**src/rtl/sva_impl_monitor.sv**
```systemverilog
// rtl/sva_impl_monitor.sv - hardware evaluator for antecedent |-> ##DELAY consequent with disable iff
module sva_impl_monitor #(
    parameter int DELAY  = 1,
    parameter int CNT_W  = 16,
    parameter int TIME_W = 32
) (
    input  logic              clk,
    input  logic              rst_n,
    input  logic              en,
    input  logic              clear,
    input  logic              disable_iff,
    input  logic              antecedent,
    input  logic              consequent,
    output logic              pass_o,
    output logic              fail_o,
    output logic              vacuous_o,
    output logic              pend_o,
    output logic [CNT_W-1:0]  pass_cnt,
    output logic [CNT_W-1:0]  fail_cnt,
    output logic              first_fail_valid,
    output logic [TIME_W-1:0] first_fail_time
);

    logic              launch;
    logic              check_due;
    logic              pass_hit;
    logic              fail_hit;
    logic              vac_hit;
    logic [TIME_W-1:0] stamp;

    // A launch needs the enable, a true antecedent and no disable at the same edge.
    assign launch = en & antecedent & ~disable_iff;

    generate
        if (DELAY == 0) begin : g_overlap
            // Overlapping implication: the attempt is checked at its own launch edge.
            assign check_due = launch;
            assign pend_o    = 1'b0;
        end else begin : g_delayed
            // Bit i holds an attempt launched i+1 edges ago; the top bit is due now.
            logic [DELAY-1:0] age_sr;

            assign check_due = age_sr[DELAY-1] & ~disable_iff;
            assign pend_o    = |age_sr;

            // Age pending attempts; a disable or clear wipes every one of them.
            always_ff @(posedge clk or negedge rst_n) begin
                if (!rst_n) begin
                    age_sr <= '0;
                end else if (clear || disable_iff) begin
                    age_sr <= '0;
                end else begin
                    age_sr <= (age_sr << 1) | DELAY'(launch);
                end
            end
        end
    endgenerate

    // Results for this edge; clear suppresses every pulse at its edge.
    assign pass_hit = ~clear & check_due & consequent;
    assign fail_hit = ~clear & check_due & ~consequent;
    assign vac_hit  = ~clear & ~disable_iff & ~(en & antecedent);

    // Register the one-cycle verdict pulses.
    always_ff @(posedge clk or negedge rst_n) begin
        if (!rst_n) begin
            pass_o    <= 1'b0;
            fail_o    <= 1'b0;
            vacuous_o <= 1'b0;
        end else begin
            pass_o    <= pass_hit;
            fail_o    <= fail_hit;
            vacuous_o <= vac_hit;
        end
    end

    // Saturating pass counter; holds at all-ones.
    always_ff @(posedge clk or negedge rst_n) begin
        if (!rst_n) begin
            pass_cnt <= '0;
        end else if (clear) begin
            pass_cnt <= '0;
        end else if (pass_hit && (pass_cnt != {CNT_W{1'b1}})) begin
            pass_cnt <= pass_cnt + CNT_W'(1);
        end
    end

    // Saturating fail counter; holds at all-ones.
    always_ff @(posedge clk or negedge rst_n) begin
        if (!rst_n) begin
            fail_cnt <= '0;
        end else if (clear) begin
            fail_cnt <= '0;
        end else if (fail_hit && (fail_cnt != {CNT_W{1'b1}})) begin
            fail_cnt <= fail_cnt + CNT_W'(1);
        end
    end

    // Free-running cycle stamp; clear deliberately leaves it running.
    always_ff @(posedge clk or negedge rst_n) begin
        if (!rst_n) begin
            stamp <= '0;
        end else begin
            stamp <= stamp + TIME_W'(1);
        end
    end

    // Capture the stamp of the check edge of the first failure only.
    always_ff @(posedge clk or negedge rst_n) begin
        if (!rst_n) begin
            first_fail_valid <= 1'b0;
            first_fail_time  <= '0;
        end else if (clear) begin
            first_fail_valid <= 1'b0;
            first_fail_time  <= '0;
        end else if (fail_hit && !first_fail_valid) begin
            first_fail_valid <= 1'b1;
            first_fail_time  <= stamp;
        end
    end

endmodule
```
**config.mk**
```make
export PLATFORM = sky130hd
export DESIGN_NAME = sva_impl_monitor
export DESIGN_NICKNAME = d
export VERILOG_FILES = /design/src/rtl/sva_impl_monitor.sv
export SDC_FILE = /design/constraint.sdc
export NUM_CORES = 1
export LEC_CHECK = 0
export ABC_AREA = 1
export CAP_MARGIN = 25
export CORE_ASPECT_RATIO = 1.1
export CORE_UTILIZATION = 45
export CTS_CLUSTER_DIAMETER = 50
export DETAILED_ROUTE_END_ITERATION = 16
export GPL_TIMING_DRIVEN = 0
export PLACE_DENSITY = 0.68
export SYNTH_ARGS = -nofsm -noshare
export SYNTH_HDL_FRONTEND = slang
export SYNTH_SLANG_ARGS = --single-unit
export TNS_END_PERCENT = 1
```
**constraint.sdc**
```tcl
create_clock -name clk -period 3.2 [get_ports clk]
set_input_delay 0.32 -clock clk [delete_from_list [all_inputs] [get_ports clk]]
set_output_delay 0.32 -clock clk [all_outputs]
set_load 0.05 [all_outputs]
```
Word-level counts from Yosys, hierarchy flattened
Index checks and enable logic that the tools add are counted.
- $add $sub $neg: 3
- eq/ne operators: 2
- multiplexer cells: 9
- bitwise logic cells: 12
- reduce and logical (&&, ||, !) cells: 8
- operators by type and width (kind ; count):
    16-bit 2-to-1 mux ; 4
    32-bit 2-to-1 mux ; 2
    16-bit by 1-bit adder with 16-bit output (second input constant) ; 2
    32-bit by 1-bit adder with 32-bit output (second input constant) ; 1
    16-bit inequality test (second input constant) ; 2
    1-bit bitwise AND ; 8
    2-bit nonzero test ; 3
    1-bit inverter ; 4
    1-bit logical AND ; 3
    1-bit 2-to-1 mux ; 3
    1-bit zero test ; 1
    1-bit logical OR ; 1
- bits in registers: 101
- input bits: 7
- output and inout bits: 69
- word-level logic and storage cells: 43

Logic depth before layout (Yosys ltp)
- word-level depth: 7
- gate-level depth with buffers: 10
- gate-level depth less buffers: 9

Worst setup path after synthesis
Ideal clock, no wire load.
- kind: flip-flop to flip-flop
- from: reg fail_cnt[1]
- to: reg fail_cnt[12]
- setup time: 0.066 ns
- data arrival time: 1.857 ns
- required time: 3.134 ns
- slack: 1.277 ns
- stages on the path, launching flop included: 11
- path buffers: 1
- clock period less this slack: 1.923 ns
- cell sequence: dfrtp_1 ha_1 nand2_1 nor2_2 nand2_1 nor2_4 o21ai_4 inv_2 buf_6 nand2_1 nand2_1
- longest elaborated chain between the ends: 3
- elaborated cells between the ends (all ways): 6
- those cells by class: 1 x add/sub; 1 x eq/ne; 2 x mux; 2 x reduce/logical
- ends and longest elaborated chain (element ; line ; text):
    start, declared ; 19 ; output logic [CNT_W-1:0] fail_cnt,
    start signal, assigned ; 95 ; fail_cnt <= fail_cnt + CNT_W'(1);
    16-bit by 1-bit adder with 16-bit output or 16-bit inequality test (tied branches) ; 95, 94 ;
    16-bit 2-to-1 mux or 1-bit logical AND (tied branches) ; 94 ; end else if (fail_hit && (fail_cnt != {CNT_W{1'b1}})) begin
    16-bit 2-to-1 mux or 2-bit nonzero test (tied branches) ; - ;
Several ways; a longest one is shown, not always the timed one. The select of a mux whose other input is x is not followed.
A chain may end at the register's enable or synchronous reset.

Final worst setup path
- from: reg pass_cnt[8]
- to: out pass_cnt[8]
- RTL lines (element ; line ; text):
    start, declared ; 18 ; output logic [CNT_W-1:0] pass_cnt,
    start signal, assigned ; 84 ; pass_cnt <= pass_cnt + CNT_W'(1);
No word-level cell between the ends.

==> reports/results.md <==
- **detailed placer's ending HPWL** 9310 µm
- **number of input and output port buffers inserted** 74
- **number of sinks on the clock net** 101
- **clk_lat worst skew** 340 ps
- **PnR Total Power** 2400 µW
- **clock slew at the register clock pins of the worst setup and hold paths** 70 ps
- **antenna violations before repair** 0
- **setup repair bufs after CTS** 0
- **net count after synthesis** 646
- **chip height** 113 µm
- **number of detailed-routing iterations run before antenna repair** 4
- **transition time at the pin with the least slew margin** 639 ps
- **number of filler instances in the final layout** 1,061
- **largest net degree at the start of global routing** 55
- **cts-stage hold buffer count** 0
- **type of destination of the critical path** output pin
- **CTS tree** yes
- **total number of cells along the worst setup path** 1
- **aggregate global-route resource usage** 23.2%
- **final net count** 732
- **kind of cell adding the most delay to the critical path** buffers and inverters
- **Worst path max stage delay** 860 ps
- **minimum setup slack after placement** 1150 ps
- **antenna-violating nets left** 0
- **worst setup margin** 1210 ps
- **multi-input logic area** 2170 µm²
- **Buffers & Inverters on Critical Path** 1
- **reported leakage power** 0.00283 µW
- **count of boundary I/O pins** 76
- **cell at the slowest stage of the critical path** clkdlybuf4s50_1
- **Die Width** 103 µm
- **power density over the cells** 382 nW/µm²
- **number of hold violations in the final report** 4
- **worst hold slack** -13.7 ps
- **wire length of the first global-routing pass** 20,900 µm
- **number of remaining DRC errors** 0
- **synthesized instance count** 636
- **number of cell rows** 40
- **Highest Clock Rate** 502 MHz
- **flip-flop cell with the highest count after synthesis** dfrtp_1
- **Syn Area/Cell** 7.93 µm²
- **R2R Path Start** stamp[2]$_DFF_PN0_
- **crit path from** pass_cnt[8]$_DFFE_PN0P_
- **startpoint types** register
- **synth unique cells** 29
- **violated checks** hold timing
- **RSZ-0062 raised after global routing** no
- **Die Outline Area** 11,600 µm²
- **worst IR drop on VDD** 220 µV
- **count of antenna diodes in the layout** 0
- **number of DRC violations after detailed-routing iteration 0** 206
- **via count** 4,470
- **CTS H-tree lvls** 3
- **Via-to-Cell Ratio** 5.11
- **CP Capture Point** pass_cnt[8]
- **clock buffer count from CTS** 9
- **worst-case headroom to the max-slew limit** 57.4%
- **grt ovf** 0
- **category of the most critical setup path** register to output pin
- **buffer cell driving the clock tree root** clkbuf_16
- **Max-Cap Viols** 0
- **Reg area** 2530 µm²
- **Resized cells post-CTS** 0
- **wire length after detailed routing** 12,400 µm
- **FF-to-FF setup slack** 1300 ps
- **CP required** 2880 ps
- **Layout Area Growth over Synthesis** 24.4%
- **Post-Synthesis Cell Area** 5040 µm²
- **async set or reset register ratio after synthesis** 100%
- **result of the run** finished with violations
- **final setup violation count** 0
- **Post-Route Skew** 6.16 ps
- **arrival time at the worst endpoint** 1670 ps
- **worst reg2reg path endpoint** stamp[19]$_DFF_PN0_
- **post-DR wirelength/cell** 14.2 µm
- **fraction of final layout cells sized beyond drive strength 1** 5.91%
- **fin crit share** 62.3%
- **crit-path cells** clkdlybuf4s50_1
- **Util after Layout** 57.5%
- **sequential element share of the synthesized area** 50.1%
- **starting density of the core** 46.2%
- **biggest fanout along the worst timing path** 7
- **CTS Buffer Depth** 2
- **vias in the first global route** 4,390
- **length in cells of the worst reg-to-reg path** 6
- **minimum clock period** 1990 ps
- **worst hold path type** primary input to asynchronous set/reset pin
- **register bit total from synthesis** 101
- **Final GP Congestion** 0.875
- **final count of pins violating max slew** 0
- **core area** 10,900 µm²
- **YS warnings** 0
- **Post-synth EDFFs** 0
==> synthesized netlist by cell type (4+ instances only) <==
master	n	area (µm²)
nand2_1	182	683
dfrtp_1	101	2530
nand3_1	83	415
inv_1	65	244
nor2_1	56	210
o21ai_0	33	165
xor2_1	25	219
nand4_1	21	131
nor3_1	15	75.1
a21oi_1	7	35.0
o21ai_1	6	30.0
or2_2	5	31.3
buf_1	4	15.0
nor2_2	4	25.0
==> worst min-delay path by stage <==
stage	end	cells past startpoint
after detailed placement	fail_cnt[14]$_DFFE_PN0P_	1
after global routing	fail_cnt[14]$_DFFE_PN0P_	1
after floorplan	fail_cnt[0]$_DFFE_PN0P_	0
after global placement	stamp[30]$_DFF_PN0_	2
after CTS	fail_cnt[14]$_DFFE_PN0P_	1
final	fail_cnt[14]$_DFFE_PN0P_	1
==> registers in the layout, indices dropped and copies added (netlist names) <==
signal / cells
fail_cnt: 16
fail_o: 1
first_fail_time: 32
first_fail_valid: 1
pass_cnt: 16
pass_o: 1
pend_o: 1
stamp: 32
vacuous_o: 1
==> layout make-up <==
| cell class | count | share of cell area, % |
|---|---|---|
| sequential | 101 | 40.3 |
| multi-input combinational | 451 | 34.6 |
| timing repair buffer | 75 | 12.2 |
| inverter | 69 | 4.13 |
| clock buffer | 12 | 4.09 |
| tap | 147 | 2.93 |
| buffer | 15 | 1.38 |
| clock inverter | 4 | 0.359 |
==> stage by stage <==
stage          area (µm²)  cells  TNS [ps]
2_1_floorplan        5040    636         0
3_3_place_gp         5970    857   -196860
3_5_place_dp         5990    858         0
4_1_cts              6270    874         0
5_1_grt              6270    874         0
6_report             6270    874         0
==> per-layer routing <==
layer | vias to the layer above | wire length (µm) | global-route usage (%)
met5 | - | 0 | 0
met4 | 0 | 275 | 8.83
met3 | 19 | 527 | 3.95
met2 | 111 | 6080 | 38.6
met1 | 2120 | 5510 | 30.0
li1 | 2220 | - | -
==> report_power, final <==
group	switching (µW)	total (µW)	leakage [µW]	internal, µW
registers	1.12	1280	0.00140	1280
logic	61.8	82.6	0.00129	20.8
clock network	468	1030	0.000138	567
total	531	2400	0.00283	1870
==> cell usage in the layout (no fill, tap or decap), types with 5 or more instances in the layout <==
cell type / instances
inv_1: 65
o21ai_1: 6
nand3_1: 83
nor2_1: 56
xor2_1: 25
clkdlybuf4s50_1: 73
o21ai_0: 33
nor3_1: 15
or2_2: 5
a21oi_1: 7
nand2_1: 182
nand4_1: 21
clkbuf_16: 9
dfrtp_1: 101
==> logic make-up (layout without fill, tap and decap cells) <==
group | count (synthesis) | after routing | synth area share, %
simple gates | 372 | 372 | 32.4
flops | 101 | 101 | 50.1
buf+inv | 84 | 175 | 6.85
compound gates | 50 | 50 | 5.34
xor+xnor | 26 | 26 | 4.52
fa+ha+maj | 3 | 3 | 0.745
Note: power is estimated with default switching activity, not from simulation.
==> variant 1: new RTL, same settings <==
Change the parameter `TIME_W` from 32 to 48.
--- a/src/rtl/sva_impl_monitor.sv
+++ b/src/rtl/sva_impl_monitor.sv
@@ -3,5 +3,5 @@
     parameter int DELAY  = 1,
     parameter int CNT_W  = 16,
-    parameter int TIME_W = 32
+    parameter int TIME_W = 48
 ) (
     input  logic              clk,
Ports: changed (resized first_fail_time); port bits go from 76 to 92. No check against the original RTL was run, so the function may have changed too.
==> variant 1 against the unedited design <==
  * Setup slack lost 0.062 ns
  * Sequential share of layout area shrank 1.1 points
  * Final area up 36%
  * Synthesized area rose by 33%
  * Sequential cell count rose by 32
  * Power is 56% higher
  * Combinational power is 20% higher
  * Via count is 32% higher
  * Core utilization rose by 1.1 points
  * Routed wire length is 37% higher
  * Count of clock-buffer cells in the layout is 10 higher
  * Sequential power grew 32%
  * Non-clock buffer count rose by 24
  * Critical path type unchanged
  * Critical endpoint is now fail_cnt[12]
  * Largest power group is now the clock network
==> variant 1: results (changes against the unedited design) <==
status:
  outcome: "complete, no violations"
finish:
  drive_above_1_share: 0.0795  # +0.0203
  stdcell_count: 1161  # +33%
  final_nets: 967  # +32%
  nFillCells: 1333  # +26%
  reg_top3: "first_fail_time (48), stamp (48)"
timing:
  min_period_ns: 2.06  # +0.0619 ns
  skew_ns: 0.00683  # +0.000666 ns
  slew-limit-headroom: 0.597  # +0.0224
synthesis:
  syn_nets: 856  # +33%
  synth_compound_gate_area_share: 0.0372  # -0.0161
  synthAdderAreaFrac: 0.00558  # -0.00186
  netlist_top_cells_count: "261 x nand2_1, 133 x dfrtp_1, 111 x nand3_1"
  synth-warning-count: 0  # unchanged
  ys_seq_area_frac: 0.495  # -0.00630
  synth_area_leaders: "dfrtp_1 50%, nand2_1 15%, nand3_1 8.3%"
  ys_types: 28  # -3.4%
  synth_xor_area_frac: 0.0469  # +0.00173
  synth_ff_type: "dfrtp_1"
  syn_inst: 846  # +33%
setup_path:
  path_max_fanout: 6  # -1
  reg2reg_from: "stamp[0]"
  r2r_end: "stamp[32]"
  critPathMaxStageDelay_ns: 0.85
  regToRegSetupSlack_ns: 1.34  # +0.04 ns
  arrival_ns: 1.74  # +0.07 ns
  ff2ff_path_depth: 7  # +1
  cp-endpoint: "fail_cnt[12]"
  crit_path_start: "fail_cnt[12]"
place:
  place_inst: 1129  # +32%
  port-buffer-count: 90  # +22%
  gp_congestion: 0.924  # +5.6%
  post-dp-hpwl_um: 12600  # +36%
route:
  via_per_inst: 5.07  # -0.89%
  drt_iter0_drc: 438  # +110%
  dr.pass1.iters: 5  # +1
  wire_per_inst_um: 14.6  # +2.9%
clocking:
  hold_buffers: 1  # +1
  cts_root_buf: "clkbuf_16"
  postCtsSetupBuffers: 0  # unchanged
  cts_max_level: 4  # +1
  numCtsBuffers: 17  # +8
  insertion_delay_ns: 0.42  # +0.08 ns
  cts_buffer_depth: 2  # unchanged
global_routing:
  grt_pass1_vias: 5773  # +32%
  grt_max_degree: 76  # +38%
  grt_pass1_wl_um: 28000  # +34%
  grt_use_total: 0.236  # +0.00388
power_and_ir_drop:
  vdd_drop_max_mv: 0.351  # +59%
  intPower_uw: 2950  # +58%
  pwr-share-comb: 0.027  # -0.007
  pg_seq_uw: 1690  # +32%
  cellLeakagePower_uw: 0.00373  # +32%
worst_hold_path:
  hp-class: "in -> reg"
  min_from: "clear"
[variant 1: cell count changes after synthesis, moves of 5 or more]
cell,delta
nand2_1,+79
nor2_1,+41
dfrtp_1,+32
nand3_1,+28
o21ai_1,+25
o21ai_0,-22
nor3_1,-14
xor2_1,+9
buf_2,+7
inv_1,+7
nand4_1,+7
a21oi_1,-5
[variant 1: per-stage QoR]
| step | TNS, ns | total power (uW) | cell area (um^2) |
|---|---|---|---|
| after floorplan | 0 | 1750 | 6720 |
| after global placement | -461.40 | 1810 | 7860 |
| after detailed placement | 0 | 1820 | 7890 |
| after CTS | 0 | 3770 | 8500 |
| after global routing | 0 | 3850 | 8500 |
| final | 0 | 3740 | 8500 |
[variant 1: final cells by class]
cell class,instances,area (um^2),area share
clock inverters,9,100,0.0118
flip-flops and latches,133,3330,0.392
plain buffers,22,140,0.0165
well taps,192,240,0.0283
repair buffers,92,940,0.111
clock buffers,22,494,0.0582
inverters,75,282,0.0331
multi-input cells,616,2970,0.350
[variant 1: cell families after synthesis]
kind of cell	Yosys count
simple gates	529
flops	133
buf+inv	97
compound gates	48
xor+xnor	36
fa+ha+maj	3
[variant 1: per-layer routing]
| layer | track usage | vias up | share of wire |
|---|---|---|---|
| li1 | - | 2951 | - |
| met1 | 0.299 | 2745 | 0.46 |
| met2 | 0.389 | 152 | 0.48 |
| met3 | 0.0481 | 37 | 0.037 |
| met4 | 0.111 | 0 | 0.029 |
| met5 | 0 | - | 0 |
[variant 1: worst min-delay path by stage]
stage	slack, ns	to	cells after the start
floorplan	0.02	fail_cnt[0]	0
global placement	0.46	stamp[47]	2
detailed placement	0.32	fail_cnt[6]	1
CTS	0.18	pend_o	2
global route	0.18	pend_o	2
finish	0.19	pend_o	2
==> variant 2: new RTL, same settings <==
Made on the original files. Add an input register stage for `consequent`, without a reset; this delays it by one clock. The other inputs are not delayed to match.
--- a/src/rtl/sva_impl_monitor.sv
+++ b/src/rtl/sva_impl_monitor.sv
@@ -21,4 +21,10 @@
     output logic [TIME_W-1:0] first_fail_time
 );
+
+    logic consequent_q;
+
+    always_ff @(posedge clk) begin
+        consequent_q <= consequent;
+    end
 
     logic              launch;
@@ -58,6 +64,6 @@
 
     // Results for this edge; clear suppresses every pulse at its edge.
-    assign pass_hit = ~clear & check_due & consequent;
-    assign fail_hit = ~clear & check_due & ~consequent;
+    assign pass_hit = ~clear & check_due & consequent_q;
+    assign fail_hit = ~clear & check_due & ~consequent_q;
     assign vac_hit  = ~clear & ~disable_iff & ~(en & antecedent);
 
Check against the original RTL: not equivalent (Yosys sat finds a counterexample within 4 cycles, from zero or initial values and one cycle with rst_n low).
==> variant 2 against the unedited design <==
  * Sequential share of layout area down 0.050 points
  * Synthesized area up 0.40%
  * Power up 4.8%
  * Routed wire length up 3.1%
  * Fmax down 0.62%
  * Worst hold slack better by 0.24 ns
  * Final area up 0.92%
  * Setup slack worse by 0.012 ns
  * Register-to-register slack worse by 0.03 ns
  * Sequential cell count up 1
  * Critical path type unchanged
==> variant 2: results (changes against the unedited design) <==
route:
  met3_length_um: 434  # -18%
  wl_met1_um: 5750  # +4.5%
  dr.max_layer_used: "met4"
  met2_length_um: 6330  # +4.1%
  drt_iter0_drc: 236  # +15%
  wire_per_inst_um: 14.6  # +2.8%
  dr.pass1.iters: 5  # +1
  via_count: 4466  # -0.089%
setup_path:
  regToRegSetupSlack_ns: 1.27  # -0.03 ns
  reg2reg_from: "stamp[2]"
  path_delay_family: "buffers and inverters"
  crit_path_start: "pass_cnt[8]"
  arrival_ns: 1.69  # +0.02 ns
  r2r_end: "stamp[19]"
  ff2ff_path_depth: 6  # unchanged
  slowest_stage: "clkdlybuf4s50_1"
synthesis:
  netlist.area_leader.share: 0.499  # -0.00198
  synth_ff_type: "dfrtp_1"
  syn_inst: 637  # +0.16%
  syn_nets: 647  # +0.15%
  synth-warning-count: 0  # unchanged
  ys_types: 30  # +3.4%
  synth-async-reset-ratio: 0.990  # -0.00980
  netlist_top_cells_count: "182 x nand2_1, 101 x dfrtp_1, 83 x nand3_1"
  ys_seq_area_frac: 0.503  # +0.00197
  synth_area_leaders: "dfrtp_1 50%, nand2_1 13%, nand3_1 8.2%"
timing:
  whs_ns: 0.228  # +0.241 ns
  skew_ns: 0.0109  # +0.00478 ns
  slew-limit-headroom: 0.633  # +0.0590
clocking:
  cts_root_buf: "clkbuf_16"
  numCtsBuffers: 9  # unchanged
  cts_max_level: 3  # unchanged
  ctsResizeCount: 0  # unchanged
  cts_buffer_depth: 2  # unchanged
  hold_buffers: 1  # +1
place:
  gp_congestion: 0.875  # about the same
  post-dp-hpwl_um: 9490  # +1.9%
  dp_slack_ns: 1.18  # +0.0272 ns
  placed_cell_area_um2: 6010  # +0.33%
  place_inst: 859  # +0.12%
  port-buffer-count: 74  # unchanged
global_routing:
  grt_use_total: 0.232  # +0.000592
  grt_util_met1: 0.304  # +0.00422
  grtUsageMet2: 0.392  # +0.00667
  grt_pass1_wl_um: 20900  # about the same
  grt_max_degree: 74  # +35%
  grt_pass1_vias: 4331  # -1.3%
  met3_usage: 0.0278  # -0.0117
worst_hold_path:
  hp-class: "in -> reg"
  min_path_cells: 2
status:
  outcome: "complete, no violations"
power_and_ir_drop:
  vdd_drop_max_mv: 0.254  # +15%
  cellLeakagePower_uw: 0.00284  # +0.51%
finish:
  reg_top3: "first_fail_time (32), stamp (32)"
  stdcell_count: 876  # +0.23%
  drive_above_1_share: 0.0604  # +0.00121
  n_antenna_cell: 0  # unchanged
  final_nets: 734  # +0.27%
[variant 2: cells by family after synthesis]
kind of cell	synth area share
AO/OA/AOI/OAI	0.0532
XOR/XNOR	0.0450
adder cells (fa/ha/maj)	0.00742
buffers and inverters	0.0682
flip-flops	0.503
AND/OR/NAND/NOR	0.323
[variant 2: final cells by class]
class	count	area, um^2
fillers	1029	4580
flip-flops and latches	102	2550
multi-input cells	451	2170
repair buffers	76	776
inverters	69	259
clock buffers	9	225
well taps	147	184
plain buffers	15	86.3
clock inverters	7	81.3
[variant 2: how the worst max path moves through the flow]
stage                                     end  slack, ns
after CTS                         pass_cnt[7]       1.21
after detailed placement  first_fail_time[25]       1.18
final                             pass_cnt[8]       1.19
after global routing                stamp[23]       1.13
after floorplan                  fail_cnt[12]       1.28
after global placement    first_fail_time[20]      -1.99
[variant 2: power by group]
group	total (uW)	internal, uW	leakage, uW	switching [uW]
logic	83.7	21.6	0.00130	62.1
clock network	1140	616	0.000140	519
registers	1290	1290	0.00140	2.12
total	2510	1930	0.00284	583
